### config.mk
export PLATFORM = sky130hd
export DESIGN_NAME = pio_phasor_out_commit_flat
export DESIGN_NICKNAME = d
export VERILOG_FILES = /design/src/rtl/pio_out_pkg.sv /design/src/rtl/pio_phasor_out_commit_if.sv /design/src/rtl/pio_out_handshake.sv /design/src/rtl/pio_phasor_out_commit.sv /design/src/flat_wrapper.sv
export SDC_FILE = /design/constraint.sdc
export NUM_CORES = 1
export LEC_CHECK = 0
export ABC_AREA = 0
export BUFFER_PORTS_ARGS = -buffer_cell sky130_fd_sc_hd__buf_2
export CORE_MARGIN = 2
export CORE_UTILIZATION = 46
export DETAILED_ROUTE_END_ITERATION = 12
export HOLD_SLACK_MARGIN = 0.15
export PLACE_DENSITY_LB_ADDON = 0.15
export SYNTH_ARGS = -nofsm -noshare
export SYNTH_HDL_FRONTEND = slang
export SYNTH_SLANG_ARGS = --single-unit
### constraint.sdc
create_clock -name clk -period 2 [get_ports clk]
set_clock_uncertainty 0.05 [all_clocks]
set_input_delay 0.1 -clock clk [delete_from_list [all_inputs] [get_ports clk]]
set_output_delay 0.1 -clock clk [all_outputs]
set_load 0.005 [all_outputs]
### src/rtl/pio_out_pkg.sv
// Shared constants and types for the HPS-to-fabric commit PIO.
package pio_out_pkg;

  localparam logic [1:0] ADDR_DATA   = 2'd0;
  localparam logic [1:0] ADDR_CTRL   = 2'd1;
  localparam logic [1:0] ADDR_STATUS = 2'd2;
  localparam logic [1:0] ADDR_OUT    = 2'd3;

  localparam int CTRL_COMMIT  = 0;
  localparam int CTRL_AUTO    = 1;
  localparam int STAT_VALID   = 0;
  localparam int STAT_OVERRUN = 1;

  typedef enum logic {IDLE = 1'b0, PEND = 1'b1} state_t;

endpackage

### src/rtl/pio_phasor_out_commit_if.sv
// Avalon-MM slave bus plus the valid/ready output stream of the commit PIO.
interface pio_phasor_out_commit_if #(parameter int WIDTH = 20);
  logic [1:0]       address;
  logic             chipselect;
  logic             write_n;
  logic [31:0]      writedata;
  logic [31:0]      readdata;
  logic [WIDTH-1:0] out_port;
  logic             out_valid;
  logic             out_ready;

  modport slave (
    input  address, chipselect, write_n, writedata, out_ready,
    output readdata, out_port, out_valid
  );

  modport master (
    output address, chipselect, write_n, writedata, out_ready,
    input  readdata, out_port, out_valid
  );
endinterface

### src/rtl/pio_out_handshake.sv
// Valid/ready presentation of committed values with sticky overrun detection.
module pio_out_handshake
  import pio_out_pkg::*;
#(
  parameter int               WIDTH       = 20,
  parameter logic [WIDTH-1:0] RESET_VALUE = '0
) (
  input  logic             clk,
  input  logic             reset_n,
  input  logic             commit,
  input  logic [WIDTH-1:0] commit_data,
  input  logic             out_ready,
  input  logic             overrun_clr,
  output logic [WIDTH-1:0] out_port,
  output logic             out_valid,
  output logic             overrun
);

  state_t state;
  logic   overrun_set;

  // A commit landing on an unaccepted value drops it; set beats clear.
  assign overrun_set = commit && (state == PEND) && !out_ready;
  assign out_valid   = (state == PEND);

  always_ff @(posedge clk) begin
    if (!reset_n) begin
      state    <= IDLE;
      out_port <= RESET_VALUE;
      overrun  <= 1'b0;
    end else begin
      if (commit) begin
        state    <= PEND;
        out_port <= commit_data;
      end else if (state == PEND && out_ready) begin
        state <= IDLE;
      end
      if (overrun_set)
        overrun <= 1'b1;
      else if (overrun_clr)
        overrun <= 1'b0;
    end
  end

endmodule

### src/rtl/pio_phasor_out_commit.sv
// Avalon-MM output PIO: staging register, commit control and registered readback.
module pio_phasor_out_commit
  import pio_out_pkg::*;
#(
  parameter int               WIDTH       = 20,
  parameter logic [WIDTH-1:0] RESET_VALUE = '0
) (
  input  logic                   clk,
  input  logic                   reset_n,
  pio_phasor_out_commit_if.slave bus
);

  logic [WIDTH-1:0] staging;
  logic             auto;
  logic             wr, wr_data, wr_ctrl, wr_stat;
  logic             commit;
  logic [WIDTH-1:0] commit_data;
  logic [WIDTH-1:0] out_port;
  logic             out_valid;
  logic             overrun;
  logic [31:0]      rd_next;
  logic             unused_wd;

  function automatic logic [31:0] zext(input logic [WIDTH-1:0] v);
    logic [31:0] r;
    r = '0;
    r[WIDTH-1:0] = v;
    return r;
  endfunction

  assign wr      = bus.chipselect && !bus.write_n;
  assign wr_data = wr && (bus.address == ADDR_DATA);
  assign wr_ctrl = wr && (bus.address == ADDR_CTRL);
  assign wr_stat = wr && (bus.address == ADDR_STATUS);

  // Auto-commit forwards the incoming word, not the staging value it replaces.
  assign commit      = (wr_ctrl && bus.writedata[CTRL_COMMIT]) || (wr_data && auto);
  assign commit_data = wr_data ? bus.writedata[WIDTH-1:0] : staging;

  assign unused_wd = ^bus.writedata;

  always_ff @(posedge clk) begin
    if (!reset_n) begin
      staging      <= RESET_VALUE;
      auto         <= 1'b0;
      bus.readdata <= '0;
    end else begin
      if (wr_data) staging <= bus.writedata[WIDTH-1:0];
      if (wr_ctrl) auto    <= bus.writedata[CTRL_AUTO];
      bus.readdata <= rd_next;
    end
  end

  always_comb begin
    rd_next = '0;
    case (bus.address)
      ADDR_DATA:   rd_next = zext(staging);
      ADDR_CTRL:   rd_next[CTRL_AUTO] = auto;
      ADDR_STATUS: begin
        rd_next[STAT_VALID]   = out_valid;
        rd_next[STAT_OVERRUN] = overrun;
      end
      default:     rd_next = zext(out_port);
    endcase
  end

  pio_out_handshake #(
    .WIDTH       (WIDTH),
    .RESET_VALUE (RESET_VALUE)
  ) u_handshake (
    .clk         (clk),
    .reset_n     (reset_n),
    .commit      (commit),
    .commit_data (commit_data),
    .out_ready   (bus.out_ready),
    .overrun_clr (wr_stat && bus.writedata[STAT_OVERRUN]),
    .out_port    (out_port),
    .out_valid   (out_valid),
    .overrun     (overrun)
  );

  assign bus.out_port  = out_port;
  assign bus.out_valid = out_valid;

endmodule
### src/flat_wrapper.sv
// flat-port wrapper written by rule: the top's interface ports become plain ports
module pio_phasor_out_commit_flat import pio_out_pkg::*;
#(
  parameter int               WIDTH       = 20,
  parameter logic [WIDTH-1:0] RESET_VALUE = '0
)
  (clk, reset_n, bus_address, bus_chipselect, bus_write_n, bus_writedata, bus_out_ready, bus_readdata, bus_out_port, bus_out_valid);
  pio_phasor_out_commit_if #(.WIDTH(WIDTH)) bus_i ();
  input  logic clk;
  input  logic reset_n;
  input wire logic [$bits(bus_i.address)-1:0] bus_address;
  input wire logic [$bits(bus_i.chipselect)-1:0] bus_chipselect;
  input wire logic [$bits(bus_i.write_n)-1:0] bus_write_n;
  input wire logic [$bits(bus_i.writedata)-1:0] bus_writedata;
  input wire logic [$bits(bus_i.out_ready)-1:0] bus_out_ready;
  output wire logic [$bits(bus_i.readdata)-1:0] bus_readdata;
  output wire logic [$bits(bus_i.out_port)-1:0] bus_out_port;
  output wire logic [$bits(bus_i.out_valid)-1:0] bus_out_valid;
  assign bus_i.address = bus_address;
  assign bus_i.chipselect = bus_chipselect;
  assign bus_i.write_n = bus_write_n;
  assign bus_i.writedata = bus_writedata;
  assign bus_i.out_ready = bus_out_ready;
  assign bus_readdata = bus_i.readdata;
  assign bus_out_port = bus_i.out_port;
  assign bus_out_valid = bus_i.out_valid;
  pio_phasor_out_commit #(.WIDTH(WIDTH), .RESET_VALUE(RESET_VALUE)) u_core (.clk(clk), .reset_n(reset_n), .bus(bus_i));
endmodule
## Word level (Yosys, flattened, before mapping)

Index checks and enable logic that the tools add are counted.

- Add/sub/neg operators: 0
- Multipliers: 0
- Div/mod/pow operators: 0
- $lt $le $gt $ge: 0
- Eq/ne operators: 2
- Shifts and indexed selects: 0
- Mux-type cells: 8
- Bitwise operators: 0
- Reduce and logical (&&, ||, !) cells: 17

Operator list:

| cell | number |
|---|---|
| 18-bit one-hot mux with 2 select lines | 1 |
| 20-bit 2-to-1 mux | 1 |
| 1-bit logical AND | 10 |
| 1-bit one-hot mux with 3 select lines | 2 |
| 1-bit 2-to-1 mux | 4 |
| 2-bit nonzero test | 2 |
| 2-bit by 1-bit equality test with 1-bit output, second input constant | 1 |
| 2-bit equality test, second input constant | 1 |
| 1-bit zero test | 2 |
| 2-bit zero test | 1 |
| 2-bit OR reduction | 1 |
| 1-bit logical OR | 1 |

- Flip-flop bits (word level): 75
- Latch bits: 0
- Bits in writable memories: 0
- Memory bits (read-only): 0
- Input port bits: 39
- Output and inout port bits: 53
- Word-level logic and storage cells: 33
- Memories: 0

## Depth between registers and ports, before layout

- Word-level depth: 8
- Depth in mapped cells: 6
- Gate-level depth less buffers: 3

## Hierarchy

A second synthesis with hierarchy kept.

- Cells, all modules: 293
- Area, all modules: 3,057.9 um^2

Modules (own cells, without submodules):

| module | instances | cells each | area an instance (um^2) | sequential area each (um^2) |
|---|---|---|---|---|
| pio_phasor_out_commit | 1 | 222 | 2,202.1 | 820.8 |
| pio_out_handshake | 1 | 71 | 855.8 | 440.4 |

## Least setup slack after synthesis

No wires, ideal clock.

- Path type: register -> register
- Start: reg u_core.auto
- End: reg u_core.u_handshake.state, in the netlist u_core.u_handshake.out_valid
- Setup time: 0.115 ns
- Data arrival time: 1.065 ns
- Required time: 1.835 ns
- Slack: 0.770 ns
- Cell stages (with the launch flop): 5
- Buffers on the path: 1
- Clock period less this slack: 1.230 ns
- Path through: dfxtp_1 mux2_2 and2_1 buf_2 o21a_1

- Word-level cells in the longest chain between the ends: 3
- Elaborated cells between the ends (all ways): 4
- Classes of those cells: 1 x mux; 3 x reduce/logical

RTL lines:

| item | line | RTL |
|---|---|---|
| start, declared | pio_phasor_out_commit.sv:14 | `logic auto;` |
| start signal, assigned | pio_phasor_out_commit.sv:49 | `if (wr_ctrl) auto <= bus.writedata[CTRL_AUTO];` |
| 1-bit logical AND * | pio_phasor_out_commit.sv:37 | `assign commit = (wr_ctrl && bus.writedata[CTRL_COMMIT]) \|\| (wr_data && auto);` |
| 1-bit logical OR * | pio_phasor_out_commit.sv:37 |  |
| 1-bit 2-to-1 mux / 2-bit nonzero test (equally long branches) | n/a |  |
| end signal, assigned | pio_out_handshake.sv:28 | `state <= IDLE;` |
| end signal, assigned | pio_out_handshake.sv:33 | `state <= PEND;` |
| end signal, assigned | pio_out_handshake.sv:36 | `state <= IDLE;` |
| end, declared | pio_out_handshake.sv:19 | `state_t state;` |

Mark *: on every way between the ends. The rest lies on a longest branch, timed or not.
A chain may end at the register's enable or synchronous reset.

## Final worst setup path

- Start: in bus_writedata[0]
- End: reg u_core.u_handshake.overrun

- Word-level cells in the longest chain between the ends: 5
- Elaborated cells between the ends (all ways): 6
- Classes of those cells: 1 x mux; 5 x reduce/logical

RTL lines:

| item | line | RTL |
|---|---|---|
| start, declared | flat_wrapper.sv:14 | `input wire logic [$bits(bus_i.writedata)-1:0] bus_writedata;` |
| 1-bit logical AND * | pio_phasor_out_commit.sv:37 |  |
| 1-bit logical OR * | pio_phasor_out_commit.sv:37 |  |
| 1-bit logical AND * (2 in series) | pio_out_handshake.sv:23 | `assign overrun_set = commit && (state == PEND) && !out_ready;` |
| 1-bit 2-to-1 mux / 2-bit nonzero test (equally long branches) | n/a |  |
| end signal, assigned | pio_out_handshake.sv:30 | `overrun <= 1'b0;` |
| end signal, assigned | pio_out_handshake.sv:39 | `overrun <= 1'b1;` |
| end signal, assigned | pio_out_handshake.sv:41 | `overrun <= 1'b0;` |
| end, declared | pio_out_handshake.sv:16 | `output logic overrun` |

Marked as above.

==> flow_summary.toml <==
[detailed_routing]
firstDrtPassIters = 4
viasPerCell = 5.29
drtIter0Drc = 155
post_drt_wl_per_cell_um = 14.8
num_vias = 2461
drt_wl_total_um = 6860
drc = 0
detail-route-antenna-nets = 0

[finish]
regArea_um2 = 1260
fin_cells = 465
multi_input_area_um2 = 1150
final_nets = 427
synthToLayoutAreaGrowth_pct = 30.3
final_area_um2 = 3400
fillers = 498
insertedDiodeCount = 0
drive_gt1_share_pct = 26.0

[clock_tree]
clock_sinks = 63
clockRootBuffer = "clkbuf_8"
numCtsBuffers = 9
clock_latency_ps = 340
cts_resized = 0
htree_levels = 3
cts_tree = "done"
clk_path_buf_depth = 2
post_cts_buffers = 0
clk_pin_slew_ps = 70

[global_routing]
antenna_found_initial = 0
gr-usage-all-layers_pct = 22.7
overflow = 0
grt_max_degree = 32
grt_pass1_vias = 2275
grt_pass1_wl_um = 10900

[die]
die_area_um2 = 6290
initial_utilization_pct = 47.4
core-area_um2 = 5510
die_y_um = 79.3
die_w_um = 79.3
row_count = 27
pin_count = 92

[yosys]
ys_ff_latch = 63
ys_types = 27
synth_edf_count = 0
yosys_warnings = 0
synthCells = 304
yosysSeqAreaShare_pct = 48.4
async_flop_share_pct = 0
synth_area_leaders = "dfxtp_1 (48%), nand2_1 (8.9%), a21oi_1 (8.3%)"
ys.flop_type = "dfxtp_1"
yosys.area.top_type = "dfxtp_1"
avgSynthCellArea_um2 = 8.58
synth_top_area_share_pct = 48.4
syn_area_um2 = 2610

[placement]
dpl_worst_slack_ps = 290
place_area_um2 = 2960
dp.cells = 426
post-dp-hpwl_um = 4080
port_buffers = 67
place.gp.congestion = 0.774

[worst_setup_path]
r2r_slack_ps = 240
worstSetupEndpointType = "flop"
r2r-start = "u_core.auto$_SDFFE_PN0N_"
crit_fanout = 21
reg2reg_to = "u_core.u_handshake.overrun$_SDFFE_PN0P_"
r2r_cells = 5
slowest_stage = "dlygate4sd3_1"
path_common_cell = "dlygate4sd3_1"
critical_path_class = "in -> reg"
worst_setup_path_start_kind = "input pin"
slowest_delay_ps = 570
worstPathArrival_ps = 2040
cp.required_ps = 2180
cp_cell_sequence = "dlygate4sd3_1 > buf_2 > mux2_2 > buf_4 > nand3_1 > a21oi_1 > dlygate4sd3_1"

[run_status]
status = "finished, final reports clean"

[sta]
slew_viol_final = 0
hold_viol_final = 0
relSlewSlack_pct = 40.3
tns_ps = 0
rsz0062_at_grt = "false"
finalCriticalPeriod_ps = 1860
worst_slack_ps = 142
fin_crit_sh_pct = 92.9
max_clock_freq_ghz = 0.538
worstMarginPinSlew_ps = 895
setup_viol = 0

[run]
maxCapViolCount = 0

[hold_path]
hold_end = "u_core.u_handshake.out_port[2]$_SDFFE_PN0P_"
hp-class = "in -> reg"
holdPathStages = 3
hp-start = "bus_address[0]"

[pwr]
p_per_area_nw_per_um2 = 795
peakVddDrop_mv = 0.463
p_leak_nw = 1.37
==> layer usage <==
metal	wire, um	global-route usage (%)	up-vias
li1	-	-	1212
met1	3030	28.8	1145
met2	3310	36.4	96
met3	448	5.00	8
met4	72	11.2	0
met5	0	0	-
==> critical path, delay by kind of cell <==
family / cells / cell delay, ps
multiplexers: 1 / 270
AO/OA/AOI/OAI: 1 / 80
AND/OR/NAND/NOR: 1 / 130
buffers and inverters: 4 / 1450
==> logic make-up after synthesis <==
kind of cell / share of synthesized area (%)
DFF: 48.4
buffers and inverters: 9.74
muxes: 1.68
AOI/OAI and AO/OA: 25.0
and+or+nand+nor: 15.1
other: 0.144
==> flip-flops by register name, indices dropped and copies added, names as in the netlist <==
signal and cells:
u_core.u_handshake.out_port 20, u_core.bus.readdata 20, u_core.u_handshake.overrun 1, u_core.staging 20
u_core.u_handshake.out_valid 1, u_core.auto 1
==> final cells by class <==
class / instances / share of cell area, %
well taps: 72 / 2.65
clock inverters: 3 / 1.18
multi-input cells: 210 / 33.8
flip-flops and latches: 63 / 37.1
repair buffers: 102 / 20.0
inverters: 2 / 0.221
clock buffers: 13 / 4.97
==> how the worst max path moves through the flow <==
stage	startpoint	to	slack (ps)	depth (start not counted)
after floorplan	u_core.auto$_SDFFE_PN0N_	u_core.u_handshake.out_valid$_SDFFE_PN0P_	770	4
after global placement	bus_address[0]	u_core.u_handshake.out_port[6]$_SDFFE_PN0P_	330	4
after detailed placement	bus_address[0]	u_core.u_handshake.out_port[18]$_SDFFE_PN0P_	290	4
after CTS	bus_writedata[0]	u_core.u_handshake.overrun$_SDFFE_PN0P_	210	7
after global routing	bus_writedata[0]	u_core.u_handshake.overrun$_SDFFE_PN0P_	100	7
final	bus_writedata[0]	u_core.u_handshake.overrun$_SDFFE_PN0P_	140	7
==> per-stage QoR <==
step	power, W	hold slack [ps]	utilization [%]
after CTS	0.00272	183	61.7
after global routing	0.00280	211	61.7
after floorplan	0.00146	168	-
after detailed placement	0.00153	296	53.7
final	0.00270	196	61.7
after global placement	0.00153	294	53.7
==> repair_timing <==
action	CTS	global route
endpoints found under the hold margin	44	0
setup endpoints to repair	0	0
hold buffers	23	0
==> synthesized netlist by cell type (all sizes together) (2+ instances only) <==
library cell	count
clkbuf	11
a311oi	20
o21ai	20
nand2	62
nand3	2
a22oi	18
a21oi	43
nor2	19
dfxtp	63
and2	3
buf	29
==> cell usage in the layout (no fill, tap or decap) <==
cell type / Yosys / routed
or2_2: 1 / 1
buf_4: 14 / 10
conb_1: 1 / 12
mux2i_1: 1 / 1
clkbuf_1: 11 / 1
clkinv_1: 1 / 1
buf_2: 11 / 67
nand3_1: 2 / 2
and2_1: 3 / 3
o41ai_1: 1 / 1
bufinv_16: 0 / 1
nor2b_1: 1 / 1
a21bo_2: 1 / 1
inv_1: 1 / 1
nor2_4: 0 / 1
dlygate4sd3_1: 0 / 23
a21oi_1: 43 / 43
mux4_2: 1 / 1
dfxtp_1: 63 / 63
clkbuf_8: 0 / 12
o21ai_0: 20 / 20
nand2_1: 62 / 62
a22oi_1: 18 / 18
nor3b_4: 1 / 1
nor2_1: 19 / 18
or4b_4: 1 / 1
a311oi_1: 20 / 20
nor4b_4: 0 / 1
o21a_1: 1 / 1
mux2_2: 1 / 1
buf_12: 0 / 2
clkinv_2: 0 / 2
==> power breakdown <==
| part | switching [W] | internal, W | total (W) |
|---|---|---|---|
| logic | 0.000141 | 0.000107 | 0.000248 |
| clock network | 0.000490 | 0.000674 | 0.00116 |
| registers | 0.0000144 | 0.00128 | 0.00129 |
No activity file was read; power rests on OpenSTA's default activity.
